[config.mk]
export PLATFORM = sky130hd
export DESIGN_NAME = hex_result_display
export DESIGN_NICKNAME = d
export VERILOG_FILES = /design/src/rtl/disp_pkg.sv /design/src/rtl/hex_to_seg.sv /design/src/rtl/hex_result_display.sv
export SDC_FILE = /design/constraint.sdc
export NUM_CORES = 1
export LEC_CHECK = 0
export ABC_AREA = 1
export ABC_CLOCK_PERIOD_IN_PS = 1950
export BUFFER_PORTS_ARGS = -buffer_cell sky130_fd_sc_hd__buf_2
export CAP_MARGIN = 20
export CORE_MARGIN = 2
export CORE_UTILIZATION = 40
export DETAILED_ROUTE_END_ITERATION = 8
export GPL_TIMING_DRIVEN = 0
export SYNTH_ARGS = -nofsm -noshare
export SYNTH_HDL_FRONTEND = slang
export SYNTH_SLANG_ARGS = --single-unit
export TNS_END_PERCENT = 100
[constraint.sdc]
create_clock -name clk -period 1.95 [get_ports clk]
set_input_delay 0.0975 -clock clk [delete_from_list [all_inputs] [get_ports clk]]
set_output_delay 0.0975 -clock clk [all_outputs]
set_load 0.005 [all_outputs]
[src/rtl/disp_pkg.sv]
// Shared constants for the multiplexed 7-segment display blocks.
// Segment codes are active-low {a,b,c,d,e,f,g,dp}; dp is always off.
package disp_pkg;

  localparam int DIGITS = 8;
  localparam logic [7:0] SEG_BLANK = 8'hFF;

  localparam logic [7:0] SEG [16] = '{
    8'h03, 8'h9F, 8'h25, 8'h0D, 8'h99, 8'h49, 8'h41, 8'h1F,
    8'h01, 8'h09, 8'h11, 8'hC1, 8'h63, 8'h85, 8'h61, 8'h71
  };

  // Index of the most significant nonzero nibble; 0 when the word is zero.
  function automatic logic [2:0] topNibble(input logic [31:0] value);
    logic [2:0] top;
    top = '0;
    for (int i = 0; i < DIGITS; i++) begin
      if (value[i*4 +: 4] != 4'h0) top = 3'(i);
    end
    return top;
  endfunction

endpackage

[src/rtl/hex_to_seg.sv]
// Combinational hex nibble to active-low 7-segment code, with a blank override.
module hex_to_seg
  import disp_pkg::*;
(
  input  logic [3:0] i_nibble,
  input  logic       i_blank,
  output logic [7:0] o_seg
);

  assign o_seg = i_blank ? SEG_BLANK : SEG[i_nibble];

endmodule

[src/rtl/hex_result_display.sv]
// Eight-digit hex scanner for the calculator result with frame-aligned updates
// and optional leading-zero blanking.
module hex_result_display
  import disp_pkg::*;
#(
  parameter int SCAN_DIV = 100000
) (
  input  logic        clk,
  input  logic        rst,
  input  logic [31:0] result,
  input  logic        load,
  input  logic        blank_lz,
  output logic [7:0]  led_en,
  output logic [7:0]  led_seg,
  output logic        upd
);

  localparam int DIV_W = (SCAN_DIV > 2) ? $clog2(SCAN_DIV) : 1;

  logic [DIV_W-1:0] r_div;
  logic [2:0]       r_idx;
  logic [31:0]      r_hold;
  logic [31:0]      r_shadow;
  logic             r_pending;
  logic             r_updPre;

  logic             w_divEnd;
  logic             w_frameEnd;
  logic [3:0]       w_nibble;
  logic [2:0]       w_top;
  logic             w_blank;
  logic [7:0]       w_seg;

  assign w_divEnd   = (r_div == DIV_W'(SCAN_DIV - 1));
  assign w_frameEnd = w_divEnd && (r_idx == 3'd7);
  assign w_nibble   = r_shadow[{r_idx, 2'b00} +: 4];
  assign w_top      = topNibble(r_shadow);
  assign w_blank    = blank_lz && (r_idx > w_top);

  hex_to_seg u_hexToSeg (
    .i_nibble (w_nibble),
    .i_blank  (w_blank),
    .o_seg    (w_seg)
  );

  // upd is delayed one extra stage so it lines up with the registered outputs
  // showing digit 0 of the new frame. A load on the boundary cycle is applied
  // after the transfer, so the transfer sees the old hold and pending stays set.
  always_ff @(posedge clk) begin
    if (rst) begin
      r_div     <= '0;
      r_idx     <= '0;
      r_hold    <= '0;
      r_shadow  <= '0;
      r_pending <= 1'b0;
      r_updPre  <= 1'b0;
      upd       <= 1'b0;
      led_en    <= 8'hFF;
      led_seg   <= SEG_BLANK;
    end else begin
      r_div    <= w_divEnd ? '0 : r_div + 1'b1;
      r_updPre <= 1'b0;
      if (w_divEnd) r_idx <= r_idx + 3'd1;
      if (w_frameEnd && r_pending) begin
        r_shadow  <= r_hold;
        r_pending <= 1'b0;
        r_updPre  <= 1'b1;
      end
      if (load) begin
        r_hold    <= result;
        r_pending <= 1'b1;
      end
      upd     <= r_updPre;
      led_en  <= ~(8'b1 << r_idx);
      led_seg <= w_seg;
    end
  end

endmodule

==> results of run 1 <==
==> per-stage QoR <==
step	total power, mW	util, %	instance area (µm²)	hold WS, ns
floorplan	2.31	-	4610	0.232
global placement	2.39	44.5	5040	0.318
detailed placement	2.40	44.5	5040	0.325
CTS	4.25	51.0	5770	0.113
global route	4.37	51.9	5870	0.120
finish	4.20	51.9	5870	0.134
==> power by group <==
part           leakage (nW)  switching (mW)  total (mW)  internal [mW]
combinational          1.86           0.116       0.231          0.115
clock                 0.150           0.763        1.80           1.03
sequential            0.835          0.0277        2.17           2.14
total                  2.84           0.907        4.20           3.29
==> what timing repair did <==
item / CTS / global route
setup buffers: 2 / 5
endpoints found under the setup margin: 7 / 7
hold buffers: 32 / 0
cloned: 0 / 0
hold endpoints to repair: 32 / 0
pin swaps: 6 / 3
gates resized for setup: 22 / 20
==> layer usage <==
metal	vias up	track usage [%]	routed length, µm	share of wire (%)
met5	-	0	0	0
met4	0	6.91	191	1.8
met3	17	4.68	452	4.2
met2	72	30.3	4940	46
met1	1838	22.8	5120	48
li1	2252	-	-	-
==> how the worst min path moves through the flow <==
stage | start | to | slack, ns | depth (start not counted)
after global routing | load | r_hold[2] | 0.12 | 3
after global placement | result[14] | r_hold[14] | 0.32 | 3
after CTS | load | r_hold[2] | 0.11 | 3
final | load | r_hold[2] | 0.13 | 3
after floorplan | result[0] | r_hold[0] | 0.23 | 2
after detailed placement | result[21] | r_hold[21] | 0.32 | 3
==> final cells by class <==
| type | count | area (µm²) |
|---|---|---|
| buffer | 28 | 169 |
| clock buffer | 11 | 243 |
| clock inverter | 5 | 57.6 |
| fill | 1157 | 5450 |
| inverter | 62 | 236 |
| multi-input combinational | 471 | 2320 |
| sequential | 102 | 2050 |
| tap | 143 | 179 |
| timing repair buffer | 89 | 627 |
==> flip-flops by register name (all words and copies together), names as in the netlist <==
| register | flops |
|---|---|
| upd | 1 |
| r_idx | 3 |
| r_shadow | 32 |
| r_updPre | 1 |
| r_pending | 1 |
| r_div | 17 |
| led_seg | 7 |
| r_hold | 32 |
| led_en | 8 |
==> worst max-delay path, delay by kind of cell (launching register included) <==
family | cells | cell delay, ns
AO/OA/AOI/OAI | 2 | 0.32
buffers and inverters | 1 | 0.15
adder cells (fa/ha/maj) | 1 | 0.22
AND/OR/NAND/NOR | 5 | 0.83
flip-flops | 1 | 0.37
==> cells in the final DEF (no fill, tap or decap), drive strengths merged, types with 13 or more instances in the layout <==
cell type    netlist  final
o21ai             36     36
nor2             164    164
clkbuf            12     24
nand2            164    164
dfxtp            102    102
ha                16     16
a21oi             13     13
nand3             43     43
buf               16     72
dlygate4sd3        0     32
inv               61     62
==> kinds of logic after synthesis <==
logic type | after synthesis | share of synthesized area [%]
simple gates | 389 | 34.6
flops | 102 | 44.3
compound gates | 58 | 6.75
fa+ha+maj | 16 | 4.34
other cells | 1 | 0.0813
xor+xnor | 7 | 1.33
buf+inv | 90 | 8.60
==> cells in the mapped netlist <==
cell type  count
inv_1         58
nor3b_1        1
nand2_1      152
ha_1          16
nor2_1       161
nand2_2       12
clkbuf_1      12
nand3_1       43
o211ai_1       6
clkinv_1       1
a31oi_1        1
dfxtp_1      102
buf_1          1
nand4_2        1
xor2_1         6
nand4_1        4
nor2_2         3
buf_6          6
a211oi_1       2
or2_2          1
buf_4          1
o21ai_0       36
nand2b_1       1
conb_1         1
nor4_1         3
buf_2          8
or2_0          1
inv_2          3
nor3_1         5
and3_1         1
xnor2_1        1
a21oi_1       13
==> results_dict.tcl, run 1 <==
set metrics [dict create \
    clk_latency_ns 0.35 \
    start_kind "register" \
    synth_area_leaders "dfxtp_1, nor2_1, nand2_1" \
    synth_top_cell_by_area "dfxtp_1" \
    synth_seq_area_share_pct 44.3 \
    crit_start "r_shadow[27]" \
    regToRegSetupSlack_ns -0.07 \
    ys_warn_count 0 \
    rsz0062_at_grt "yes" \
    grt_pass1_vias 4074 \
    synthToLayoutAreaGrowth_pct 27.3 \
    fin_crit_ns 2.02 \
    grt_pass1_wl_mm 18.5 \
    clock.fmax_ghz 0.495 \
    syn_area_mm2 0.00461 \
    synth_cell_types 32 \
    timing.rr.end "led_seg[3]" \
    nNetsFinal 815 \
    design.core.area_mm2 0.0113 \
    syn_area_per_cell_um2 6.96 \
    synth_cells 663 \
    n_antenna_cell 0 \
    htree_levels 3 \
    die_width_um 111 \
    status "complete, but fails checks" \
    p_per_area_mw_per_mm2 714 \
    gpl.final_weighted_congestion 0.889 \
    critPathCapture "led_seg[3]" \
    cts_buffers 9 \
    worst_slack_ns -0.0683 \
    synth_nets 715 \
    ir_drop_mv 0.653 \
    drt-vias-per-instance 4.59 \
    portBuffers 50 \
    critical-path-slowest-cell "dfxtp_1" \
    setup_viol 7 \
    io_pins 53 \
    first_pass_iters 4 \
    drive_above_1_share_pct 18.0 \
    finalMaxSlewViolations 0 \
    worstPathArrival_ns 2.24 \
    drc 0 \
    vias 4179 \
    dpl.hpwl_mm 7.64 \
    cts_buffer_depth 2 \
    worstRegToRegCells 9 \
    max_cap_viol_count 0 \
    critPathKind "register to register" \
    synth_top_area_share_pct 44.3 \
    drt_iter0_markers 167 \
    pre_cts_slack_ns -0.430 \
    end_kind "register" \
    violations "setup timing" \
    grt_max_degree 17 \
    crit_fanout 4 \
    cp.required_ns 2.17 \
    tns_ns -0.320 \
    grt_usage_pct 18.2 \
    cts_sinks 102 \
    hold_violations 0 \
    row_count 39 \
    p_leak_nw 2.84 \
    post-route-period-util_pct 104 \
    path_cells "nor4_4, nand2_1, nor2_4, ha_4, a21oi_2, nand2_2, a21oi_4, buf_4, nand3_1" \
    clockRootBuffer "clkbuf_16" \
    dp.cells 856 \
    r2r-start "r_shadow[27]" \
    ant_nets 0 \
    grt-ovfl-total 0 \
    wl_per_cell_um 11.7 \
    finClkSkew_ns 0.0135 \
    synth_seq_cells 102 \
    routed_wl_mm 10.7 \
    critical_path.max_stage_delay_ns 0.37 \
    layoutNonFillerInstCount 911 \
    holdCritPathClass "primary input to register" \
    start_util_pct 40.7 \
    die_h_um 111 \
    cts_tree "yes" \
    path_clk_slew_ns 0.07 \
    design.die.area_mm2 0.0124 \
    antenna_found_initial 0 \
]
Power figures use the tool's default switching activity.
==> inputs of run 2 (changes only) <==
Settings changed: GPL_TIMING_DRIVEN 0 to 1.
==> run 2 against run 1 <==
Effect of this change: critical path depth is 3 higher; sequential power hardly changed; the run now ends clean; sequential cell count stayed put; die area stayed put; cell area is 1.2% lower; combinational power is 3% lower; first-iteration DRC count is 73% higher; routed wire length is 5.3% lower; count of clock-buffer cells in the layout stayed put.
==> results_dict.tcl, run 2 (synthesis gave the netlist of run 1 again) <==
set metrics [dict create \
    whs_ns 0.0515 \
    fin_crit_ns 1.91 \
    start_util_pct 40.7 \
    vias 4217 \
    cts_sinks 102 \
    die_h_um 111 \
    synthToLayoutAreaGrowth_pct 25.8 \
    drt_iter0_markers 289 \
    path_clk_slew_ns 0.07 \
    worstPathArrival_ns 2.15 \
    p_leak_nw 2.82 \
    io_pins 53 \
    die_width_um 111 \
    htree_levels 3 \
    row_count 39 \
    drive_above_1_share_pct 16.8 \
    design.core.area_mm2 0.0113 \
    crit_fanout 3 \
    gpl.final_weighted_congestion 0.836 \
    fill_cells 1130 \
    crit_start "r_shadow[23]" \
    worstMarginPinSlew_ns 0.579 \
    clockRootBuffer "clkbuf_16" \
    hold_violations 0 \
    cts_setup_buffers 0 \
    cts_buffer_depth 2 \
    layout_common_cells "nor2_1, nand2_1, dfxtp_1, inv_1, buf_2" \
    cts_buffers 9 \
    max_cap_viol_count 0 \
    portBuffers 51 \
    first_pass_iters 4 \
    p_per_area_mw_per_mm2 717 \
    end_kind "register" \
    placed_area_mm2 0.00512 \
    nNetsFinal 808 \
    final_area_mm2 0.00580 \
    design.die.area_mm2 0.0124 \
    routed_wl_mm 10.1 \
    status "completed" \
    critPathKind "register to register" \
    final_common_cell "nor2_1" \
    top_regs "r_hold (32), r_shadow (32), r_div (17)" \
    grt_pass1_vias 4125 \
    finalMaxSlewViolations 0 \
    setup_viol 0 \
    antenna_found_initial 0 \
    grt_pass1_wl_mm 17.9 \
    finClkSkew_ns 0.00816 \
    grt_max_degree 66 \
    ir_drop_mv 0.552 \
    worst_slack_ns 0.0408 \
    worstHoldStart "rst" \
    clk_latency_ns 0.35 \
    timing.slew.headroom_pct 61.4 \
    holdCritPathClass "primary input to register" \
    pre_cts_slack_ns -0.209 \
    grt_usage_pct 17.3 \
    rsz0062_at_grt "yes" \
    clock.fmax_ghz 0.524 \
    r2r-start "r_shadow[23]" \
    post-route-period-util_pct 97.9 \
    drc 0 \
    ant_nets 0 \
    n_antenna_cell 0 \
    wl_per_cell_um 11.2 \
    cp.required_ns 2.19 \
    dpl.hpwl_mm 6.88 \
    drt-vias-per-instance 4.67 \
    grt-ovfl-total 0 \
    start_kind "register" \
    tns_ns 0 \
    cts_tree "yes" \
]
==> run 2: cell types whose count changed in the layout (fill, tap and decap cells not counted), moves of 3 or more <==
| cell | before | now |
|---|---|---|
| nand3_2 | 3 | 0 |
| nand2_2 | 17 | 13 |
| clkbuf_1 | 13 | 1 |
| buf_6 | 7 | 0 |
| buf_2 | 56 | 51 |
| buf_4 | 8 | 24 |
| nand2_1 | 147 | 151 |
| buf_12 | 0 | 3 |
| nand3_1 | 40 | 43 |
| ha_1 | 13 | 16 |
==> run 2: routing by layer <==
layer  wire, µm  track usage [%]
met5          0                0
met4        167             6.09
met3        323             4.25
met2       4580             28.9
met1       5060             21.9
==> run 2: final timing paths <==
path | end | slack, ns | depth (start not counted)
worst min-delay path | r_pending | 0.05 | 2
worst max-delay path | led_seg[6] | 0.04 | 12
worst max register to register | led_seg[6] | 0.04 | 12
worst min register to register | upd | 0.42 | 2
==> run 2: final cells by class <==
class                           count  area (µm²)  share of cell area (%)
Multi-Input combinational cell    471        2240                    38.6
Sequential cell                   102        2050                    35.2
Timing Repair Buffer              110         816                    14.1
Clock buffer                       11         243                    4.18
Inverter                           62         233                    4.01
Tap cell                          143         179                    3.08
Clock inverter                      4        47.5                   0.819
==> run 2: report_power, final <==
group          internal [mW]  switching (mW)  leakage, nW  total [mW]
clock network           1.02           0.745        0.141        1.76
registers               2.14          0.0276        0.835        2.17
logic                  0.114           0.111         1.84       0.225
==> run 2: through the flow <==
stage          util, %  instances  power (mW)
6_report          51.3        903        4.16
5_1_grt           51.3        903        4.32
4_1_cts           51.0        903        4.21
3_5_place_dp      45.3        856        2.39
3_3_place_gp      45.3        856        2.39
2_1_floorplan        -        663        2.31
==> run 2: worst max-delay path, cell delays in order, from the launching register on <==
cell and delay [ns]:
dfxtp_2 0.33, nor4_4 0.35, nand2b_4 0.08, a21oi_2 0.11, nor2_1 0.05, ha_1 0.29, nand3_1 0.07, nand2_1 0.08
inv_2 0.04, a21oi_4 0.16, inv_2 0.08, a21oi_2 0.10, nand2_1 0.05
==> run 2: what timing repair did <==
action | 4_1_cts | 5_1_grt
endpoints found under the setup margin | 7 | 7
hold buffers | 32 | 0
gates resized for setup | 9 | 10
pin swaps | 5 | 6
hold endpoints to repair | 32 | 0
